`src/rtl/baud_pkg.sv`:
```
// rtl/baud_pkg.sv - shared types and constants for the auto-baud controller
package baud_pkg;

  typedef enum logic [2:0] {
    IDLE,
    ARM,
    WAIT_FALL,
    MEASURE,
    CALC,
    WAIT_STOP
  } state_t;

  typedef enum logic [1:0] {
    ERR_NONE     = 2'd0,
    ERR_TIMEOUT  = 2'd1,
    ERR_MISMATCH = 2'd2,
    ERR_RANGE    = 2'd3
  } err_t;

  localparam int OVS_LOG2       = 4;
  localparam int SYNC_EDGES     = 9;
  localparam int BIT_TIMES_LOG2 = 3;

endpackage

```
`src/rtl/rx_edge_det.sv`:
```
// rtl/rx_edge_det.sv - 2-FF synchronizer for the raw rx pin with registered edge pulses
module rx_edge_det (
  input  logic clk,
  input  logic reset,
  input  logic rx,
  output logic level,
  output logic rise,
  output logic fall
);

  logic s1;

  // Edge pulses come from the first/second stage pair so they line up with level.
  always_ff @(posedge clk) begin
    if (reset) begin
      s1    <= 1'b1;
      level <= 1'b1;
      rise  <= 1'b0;
      fall  <= 1'b0;
    end else begin
      s1    <= rx;
      level <= s1;
      rise  <= s1 & ~level;
      fall  <= ~s1 & level;
    end
  end

endmodule

```
`src/rtl/baud_autodetect.sv`:
```
// rtl/baud_autodetect.sv - measures a 0x55 sync character and programs the baud_gen divisor
module baud_autodetect
  import baud_pkg::*;
#(
  parameter int CNT_W        = 20,
  parameter int DVSR_W       = 11,
  parameter int DVSR_DEFAULT = 650
) (
  input  logic              clk,
  input  logic              reset,
  input  logic              start,
  input  logic              rx,
  output logic [DVSR_W-1:0] dvsr,
  output logic              locked,
  output logic              busy,
  output logic              err,
  output logic [1:0]        err_code
);

  localparam int SUMW  = CNT_W + 1;
  localparam int SHIFT = OVS_LOG2 + BIT_TIMES_LOG2;
  localparam logic [CNT_W:0] DVSR_MAX = SUMW'((1 << DVSR_W) - 1);

  logic rx_lvl, rx_rise, rx_fall;

  rx_edge_det u_edge (
    .clk   (clk),
    .reset (reset),
    .rx    (rx),
    .level (rx_lvl),
    .rise  (rx_rise),
    .fall  (rx_fall)
  );

  state_t            state, state_n;
  err_t              code, code_n;
  logic [CNT_W-1:0]  c, c_n, i, i_n, w, w_n, ivl;
  logic [3:0]        edge_cnt, edge_n;
  logic [DVSR_W-1:0] pend, pend_n, dvsr_q, dvsr_n;
  logic              locked_q, locked_n, err_q, err_n;
  logic [CNT_W:0]    sum, q, q_m1;
  logic [CNT_W+1:0]  twice_i, three_w;
  logic              ivl_bad, range_bad;

  always_ff @(posedge clk) begin
    if (reset) begin
      state    <= IDLE;
      code     <= ERR_NONE;
      c        <= '0;
      i        <= '0;
      w        <= '0;
      edge_cnt <= '0;
      pend     <= '0;
      dvsr_q   <= DVSR_W'(DVSR_DEFAULT);
      locked_q <= 1'b0;
      err_q    <= 1'b0;
    end else begin
      state    <= state_n;
      code     <= code_n;
      c        <= c_n;
      i        <= i_n;
      w        <= w_n;
      edge_cnt <= edge_n;
      pend     <= pend_n;
      dvsr_q   <= dvsr_n;
      locked_q <= locked_n;
      err_q    <= err_n;
    end
  end

  // Interval includes the current cycle, so it equals the true edge spacing.
  assign ivl       = i + 1'b1;
  assign twice_i   = {1'b0, ivl, 1'b0};
  assign three_w   = {2'b00, w} + {1'b0, w, 1'b0};
  assign ivl_bad   = (twice_i < {2'b00, w}) || (twice_i > three_w);
  assign sum       = {1'b0, c} + SUMW'(1 << (SHIFT - 1));
  assign q         = sum >> SHIFT;
  assign q_m1      = q - SUMW'(1);
  assign range_bad = (q < SUMW'(2)) || (q_m1 > DVSR_MAX);

  always_comb begin
    state_n  = state;
    code_n   = code;
    c_n      = c;
    i_n      = i;
    w_n      = w;
    edge_n   = edge_cnt;
    pend_n   = pend;
    dvsr_n   = dvsr_q;
    locked_n = locked_q;
    err_n    = err_q;
    if (start) begin
      state_n  = ARM;
      c_n      = '0;
      i_n      = '0;
      edge_n   = '0;
      locked_n = 1'b0;
      err_n    = 1'b0;
      code_n   = ERR_NONE;
    end else begin
      case (state)
        ARM: if (rx_lvl) state_n = WAIT_FALL;
        WAIT_FALL: if (rx_fall) begin
          state_n = MEASURE;
          c_n     = '0;
          i_n     = '0;
          edge_n  = 4'd1;
        end
        MEASURE: begin
          if (c == '1 || i == '1) begin
            state_n = IDLE;
            err_n   = 1'b1;
            code_n  = ERR_TIMEOUT;
          end else begin
            c_n = c + 1'b1;
            i_n = i + 1'b1;
            if (rx_rise || rx_fall) begin
              i_n    = '0;
              edge_n = edge_cnt + 4'd1;
              if (edge_cnt == 4'd1) begin
                w_n = ivl;
              end else if (ivl_bad) begin
                state_n = IDLE;
                err_n   = 1'b1;
                code_n  = ERR_MISMATCH;
              end else if (edge_cnt + 4'd1 == 4'(SYNC_EDGES)) begin
                state_n = CALC;
              end
            end
          end
        end
        CALC: begin
          i_n = i + 1'b1;
          if (range_bad) begin
            state_n = IDLE;
            err_n   = 1'b1;
            code_n  = ERR_RANGE;
          end else begin
            pend_n  = q_m1[DVSR_W-1:0];
            state_n = WAIT_STOP;
          end
        end
        WAIT_STOP: begin
          if (rx_rise) begin
            dvsr_n   = pend;
            locked_n = 1'b1;
            state_n  = IDLE;
          end else if (i == '1) begin
            state_n = IDLE;
            err_n   = 1'b1;
            code_n  = ERR_TIMEOUT;
          end else begin
            i_n = i + 1'b1;
          end
        end
        default: ;
      endcase
    end
  end

  assign dvsr     = dvsr_q;
  assign locked   = locked_q;
  assign busy     = (state != IDLE);
  assign err      = err_q;
  assign err_code = code;

endmodule

```
`config.mk`:
```
export PLATFORM = sky130hd
export DESIGN_NAME = baud_autodetect
export DESIGN_NICKNAME = d
export VERILOG_FILES = /design/src/rtl/baud_pkg.sv /design/src/rtl/rx_edge_det.sv /design/src/rtl/baud_autodetect.sv
export SDC_FILE = /design/constraint.sdc
export NUM_CORES = 1
export LEC_CHECK = 0
export ABC_AREA = 0
export ABC_CLOCK_PERIOD_IN_PS = 5700
export CAP_MARGIN = 40
export CORE_ASPECT_RATIO = 1.5
export CORE_MARGIN = 2
export CORE_UTILIZATION = 30
export CTS_CLUSTER_DIAMETER = 40
export DETAILED_ROUTE_END_ITERATION = 8
export GPL_TIMING_DRIVEN = 1
export HOLD_SLACK_MARGIN = 0.02
export SLEW_MARGIN = 10
export SYNTH_ARGS = -nofsm -noshare
export SYNTH_HDL_FRONTEND = slang
export SYNTH_SLANG_ARGS = --single-unit
```
`constraint.sdc`:
```
create_clock -name clk -period 5.7 [get_ports clk]
set_input_delay 0.57 -clock clk [delete_from_list [all_inputs] [get_ports clk]]
set_output_delay 0.57 -clock clk [all_outputs]
set_load 0.02 [all_outputs]
```
# After elaboration in Yosys (flattened, before gate mapping)
# Index checks and enable logic that the tools add are counted.
# word_totals
word_cells,121
reg_bits,97
output_inout_bits,16
in_bits,4
# op_classes
n_eq_ne,28
bitwise,7
reduce_logical,21
n_lt_le_gt_ge,4
muxes,40
add_sub_neg,6
# ops
operator,n
$mux W20,6
$pmux W20 S4,1
$add A20 B1 Y20 const B,2
$eq A20 B20 Y1 const B,2
$pmux W20 S2,1
$mux W3,10
$add A20 B21 Y22,1
$gt A21 B22 Y1,1
$add A20 B7 Y21 const B,1
$gt A21 B11 Y1 const B,1
$lt A21 B20 Y1,1
$reduce_and A7 Y1,3
$pmux W3 S5,1
$sub A14 B1 Y15 const B,1
$lt A14 B2 Y1 const B,1
$mux W2,7
$mux W4,3
$ne A2 B2 Y1 const B,6
$ne A4 B4 Y1 const B,3
$reduce_and A5 Y1,2
$ne A3 B2 Y1 const B,3
$ne A3 B3 Y1 const B,3
$reduce_and A3 Y1,3
$mux W1,8
23 further kinds,35

# Logic depth before layout (Yosys ltp)
# depth
word_depth,9
ltp_mapped,21
mapped_depth_nobuf,21

# Hierarchy
# A second synthesis with hierarchy kept.
# unflattened
hier_cells,845
hier_area_um2,6914.1
# by_module_without_submodules
module,area_per_inst_um2,seq_area_each_um2,instances,cells_each
baud_autodetect,6806.5,1861.8,1,837
rx_edge_det,107.6,80.1,1,8

# Least setup slack after synthesis
# No wires, ideal clock.
# synth_timing
kind,reg-to-reg
startpoint,reg w[1]
endpoint,reg state[2]
setup_time_ns,0.128
stages_incl_launch_ff,21
arrival_time_ns,4.145
path_slack_ns,1.427
t_required_ns,5.572
n_path_buf,0
synth_period_minus_slack_ns,4.273
path_cell_list,dfxtp_1 > ha_1 > inv_1 > fa_1 > nand2b_1 > a21o_1 > a211oi_1 > nor2_1 > o31ai_1 > o21a_1 > nor2_1 > xnor2_1 > ha_1 > nor4_1 > o21ai_0 > or4_1 > a211oi_1 > a41oi_1 > o31ai_1 > mux2i_1 > nor2_1
# synth_via
elab_chain_len,8
elab_cells_between_ends,11
cone_classes,add/sub (1); order compare (2); eq/ne (1); mux (5); reduce/logical (2)
# synth_lines
element,line,source
from (decl),baud_autodetect.sv:37,"logic [CNT_W-1:0] c, c_n, i, i_n, w, w_n, ivl;"
from (signal assigned),baud_autodetect.sv:62,w <= w_n;
$add A20 B21 Y22,baud_autodetect.sv:74,"assign three_w = {2'b00, w} + {1'b0, w, 1'b0};"
$gt A21 B22 Y1,baud_autodetect.sv:75,"assign ivl_bad = (twice_i < {2'b00, w}) || (twice_i > three_w);"
$logic_or A1 B1 Y1 *,baud_autodetect.sv:75,
$mux W3,baud_autodetect.sv:122,end else if (ivl_bad) begin
$mux W3,baud_autodetect.sv:120,if (edge_cnt == 4'd1) begin
$mux W3,baud_autodetect.sv:117,if (rx_rise || rx_fall) begin
$mux W3,baud_autodetect.sv:110,if (c == '1 || i == '1) begin
$pmux W3 S5,baud_autodetect.sv:101,case (state)
to (signal assigned),baud_autodetect.sv:58,state <= state_n;
to (decl),baud_autodetect.sv:35,"state_t state, state_n;"
# Every way passes the cells marked *; elsewhere a longest branch is shown, timed or not. The select of a mux whose other input is x is not followed.
# A chain may end at the register's enable or synchronous reset.

# Final worst setup path
# Ends and elaborated chain as after synthesis.

==> flow_summary.toml <==
[run_status]
outcome = "completed"

[timing]
hold_violations = 0
fmax_mhz = 204
slew_headroom_pct = 43.2
max_slew.worst_pin.slew_ps = 846
maxSlewViolCount = 0
rsz0062_at_grt = "false"
fin_skew_ps = 11.5
fin_crit_sh_pct = 85.8
min_period_ps = 4890
setup_violations = 0
final.setup.tns_ps = 0

[layout]
fillerInstances = 2490
layout-drive-gt1-share_pct = 5.95
antenna_cells = 0
final_common_cell = "nor2_1"
layout.nets = 959
layout_common_cells = "nor2_1, dfxtp_1, ha_1, a21oi_1, inv_1"
syn2layout_area_growth_pct = 10.5

[run]
cap_viol_max_count = 0

[power]
combPwrFrac_pct = 3.4
net-switching-power_w = 0.000319
internal_power_w = 0.00109
p_leak_nw = 3.00
powerDensity_nw_per_um2 = 176
p_total_w = 0.00141
p_clk_share_pct = 48.0
p_seq_share_pct = 48.6
sw_frac_of_total_pct = 22.6
worst_ir_drop_vdd_mv = 0.114

[detailed_routing]
drt-initial-drc-count = 187
post_drt_wl_per_cell_um = 14.7
drtPass1Iterations = 4
drc = 0
vias_per_cell = 5.10
antenna_left = 0
drt-total-wl_um = 17700
via_count = 6174

[floorplanning]
rows = 69
io_pins = 20
die_h_um = 194
core_um2 = 23700
dieArea_um2 = 25400
die_width_um = 131
initial_utilization_pct = 30.5

[cts]
cts_buffers = 9
clk_root_buffer_cell = "clkbuf_16"
cts_sinks = 97
postCtsSetupBuffers = 0
clk_path_buf_depth = 2
cts-resized-gates = 0
ctsHoldBuffers = 0
htree_levels = 3
path_clk_slew_ps = 70
clk-insertion-delay-late_ps = 360
cts_tree = "built"

[setup_path]
critical_path_required_ps = 5920
startpoint = "w[1]"
cp_max_fo = 6
start_kind = "flop"
worstPathArrival_ps = 5110
critical_path_class = "flop to flop"
r2r-start = "w[1]"
cp-end-kind = "flop"

[global_routing]
grt_max_degree = 46
grt_use_met2_pct = 28.1
use_met1_pct = 15.7
grt_antenna_before_repair = 0
grt_pass1_wl_um = 29500
gr-usage-met3_pct = 1.21
track_usage_pct = 14.5
gr-total-overflow = 0
busiest_layer = "met2"
grt_pass1_vias = 6075

[synth]
syn_nets = 964
yosysSeqAreaShare_pct = 26.8
synthArstFlopShare_pct = 0
syn_inst = 892
synth_ff_type = "dfxtp_1"
syn_area_per_cell_um2 = 8.12
synth_edf_count = 0
ys_seq_elements = 97
synth_area_um2 = 7240
yosysUniqueCellTypes = 79
ys_warn_count = 0

[placed_design]
gp_congestion = 0.877
numPortBuffers = 19
dpl.hpwl_um = 13600

[min_path]
hold_class = "flop to flop"
worstHoldStart = "u_edge.level"
-- critical path: stages (launching register included) --
cell and delay, ps:
dfxtp_1 420, ha_1 200, inv_1 50, fa_1 390, nand2b_1 170, a21o_1 190
a211oi_1 400, nor2_1 110, o31ai_1 320, o21a_1 160, nor2_1 40, xnor2_1 130
ha_1 190, nor4_1 250, o21ai_0 110, or4_1 540, a211oi_1 260, a41oi_1 140
o31ai_1 410, mux2i_1 230, nor2_1 50
-- path summary, 6_finish.rpt --
kind	depth (start not counted)	slack [ps]	endpoint
max	20	810	state[2]
min	2	470	u_edge.fall
max reg2reg	20	810	state[2]
min reg2reg	2	470	u_edge.fall
-- cells by family after synthesis --
group                      synth area share [%]
and+or+nand+nor                            24.1
muxes                                      4.01
buffers and inverters                      5.68
xor gates and xnor gates                   8.95
adders and majority gates                  11.9
AOI/OAI and AO/OA                          18.6
DFF                                        26.8
-- state kept, by name, indices dropped and copies added (netlist names) --
name / count
i: 20
dvsr: 11
err: 1
u_edge.fall: 1
err_code: 2
u_edge.level: 1
edge_cnt: 4
state: 3
u_edge.s1: 1
w: 20
pend: 11
locked: 1
u_edge.rise: 1
c: 20
-- power groups by stage --
stage	Combinational, W	Clock [W]	Sequential (W)
6_report	0.0000484	0.000676	0.000684
5_1_grt	0.0000538	0.000721	0.000685
4_1_cts	0.0000489	0.000697	0.000684
3_5_place_dp	0.0000489	0	0.000700
3_3_place_gp	0.0000482	0	0.000700
2_1_floorplan	0.0000348	0	0.000697
-- per-stage QoR --
stage               hold WS, ps  cell area (um^2)  setup WS, ps  util, %  cells
detailed placement          452              7680           828     32.4   1195
global placement            453              7680           877     32.4   1195
floorplan                   420              7240          1430        -    892
CTS                         470              8010           785     33.7   1210
global route                491              8010           287     33.7   1210
finish                      466              8010           809     33.7   1210
-- cells in the mapped netlist (3+ instances only) --
| cell type | instances | area [um^2] |
|---|---|---|
| and4_1 | 5 | 43.8 |
| nand3_1 | 26 | 130 |
| mux2i_1 | 29 | 290 |
| o21bai_1 | 3 | 22.5 |
| xor2_1 | 40 | 350 |
| o31ai_1 | 4 | 30.0 |
| nor2b_1 | 8 | 50.1 |
| nand4_1 | 16 | 100 |
| o21ai_0 | 32 | 160 |
| and2_1 | 3 | 18.8 |
| or3_1 | 7 | 43.8 |
| nand2b_1 | 7 | 43.8 |
| a21oi_1 | 56 | 280 |
| nand3b_1 | 6 | 45.0 |
| a31oi_1 | 3 | 18.8 |
| buf_4 | 3 | 22.5 |
| nor3b_1 | 5 | 37.5 |
| or4_1 | 3 | 22.5 |
| or2_2 | 5 | 31.3 |
| a21boi_0 | 3 | 22.5 |
| clkbuf_1 | 26 | 97.6 |
| o21a_1 | 7 | 52.6 |
| dfxtp_1 | 97 | 1940 |
| nand2_1 | 48 | 180 |
| buf_2 | 8 | 40.0 |
| a21o_1 | 13 | 97.6 |
| and3_1 | 9 | 56.3 |
| buf_6 | 4 | 45.0 |
| nor3_1 | 30 | 150 |
| xnor2_1 | 34 | 298 |
| a211oi_1 | 30 | 225 |
| ha_1 | 67 | 838 |
| o21ai_1 | 3 | 15.0 |
| nor4_1 | 8 | 50.1 |
| o211ai_1 | 7 | 52.6 |
| nor2_1 | 123 | 462 |
| a211oi_2 | 3 | 37.5 |
| inv_1 | 54 | 203 |
-- metal layers --
layer	part of all wire, %	wire (um)
met4	2.5	440
met5	0	0
met1	41	7250
met2	55	9780
met3	1.5	265
-- area by class of cell --
cell class	count	area [um^2]	area share, %
Clock buffer	11	243	3.03
Multi-Input combinational cell	699	4900	61.3
Clock inverter	4	77.6	0.969
Sequential cell	97	1940	24.3
Tap cell	319	399	4.99
Timing Repair Buffer	26	238	2.97
Inverter	54	203	2.53
No activity file was read; power rests on OpenSTA's default activity.
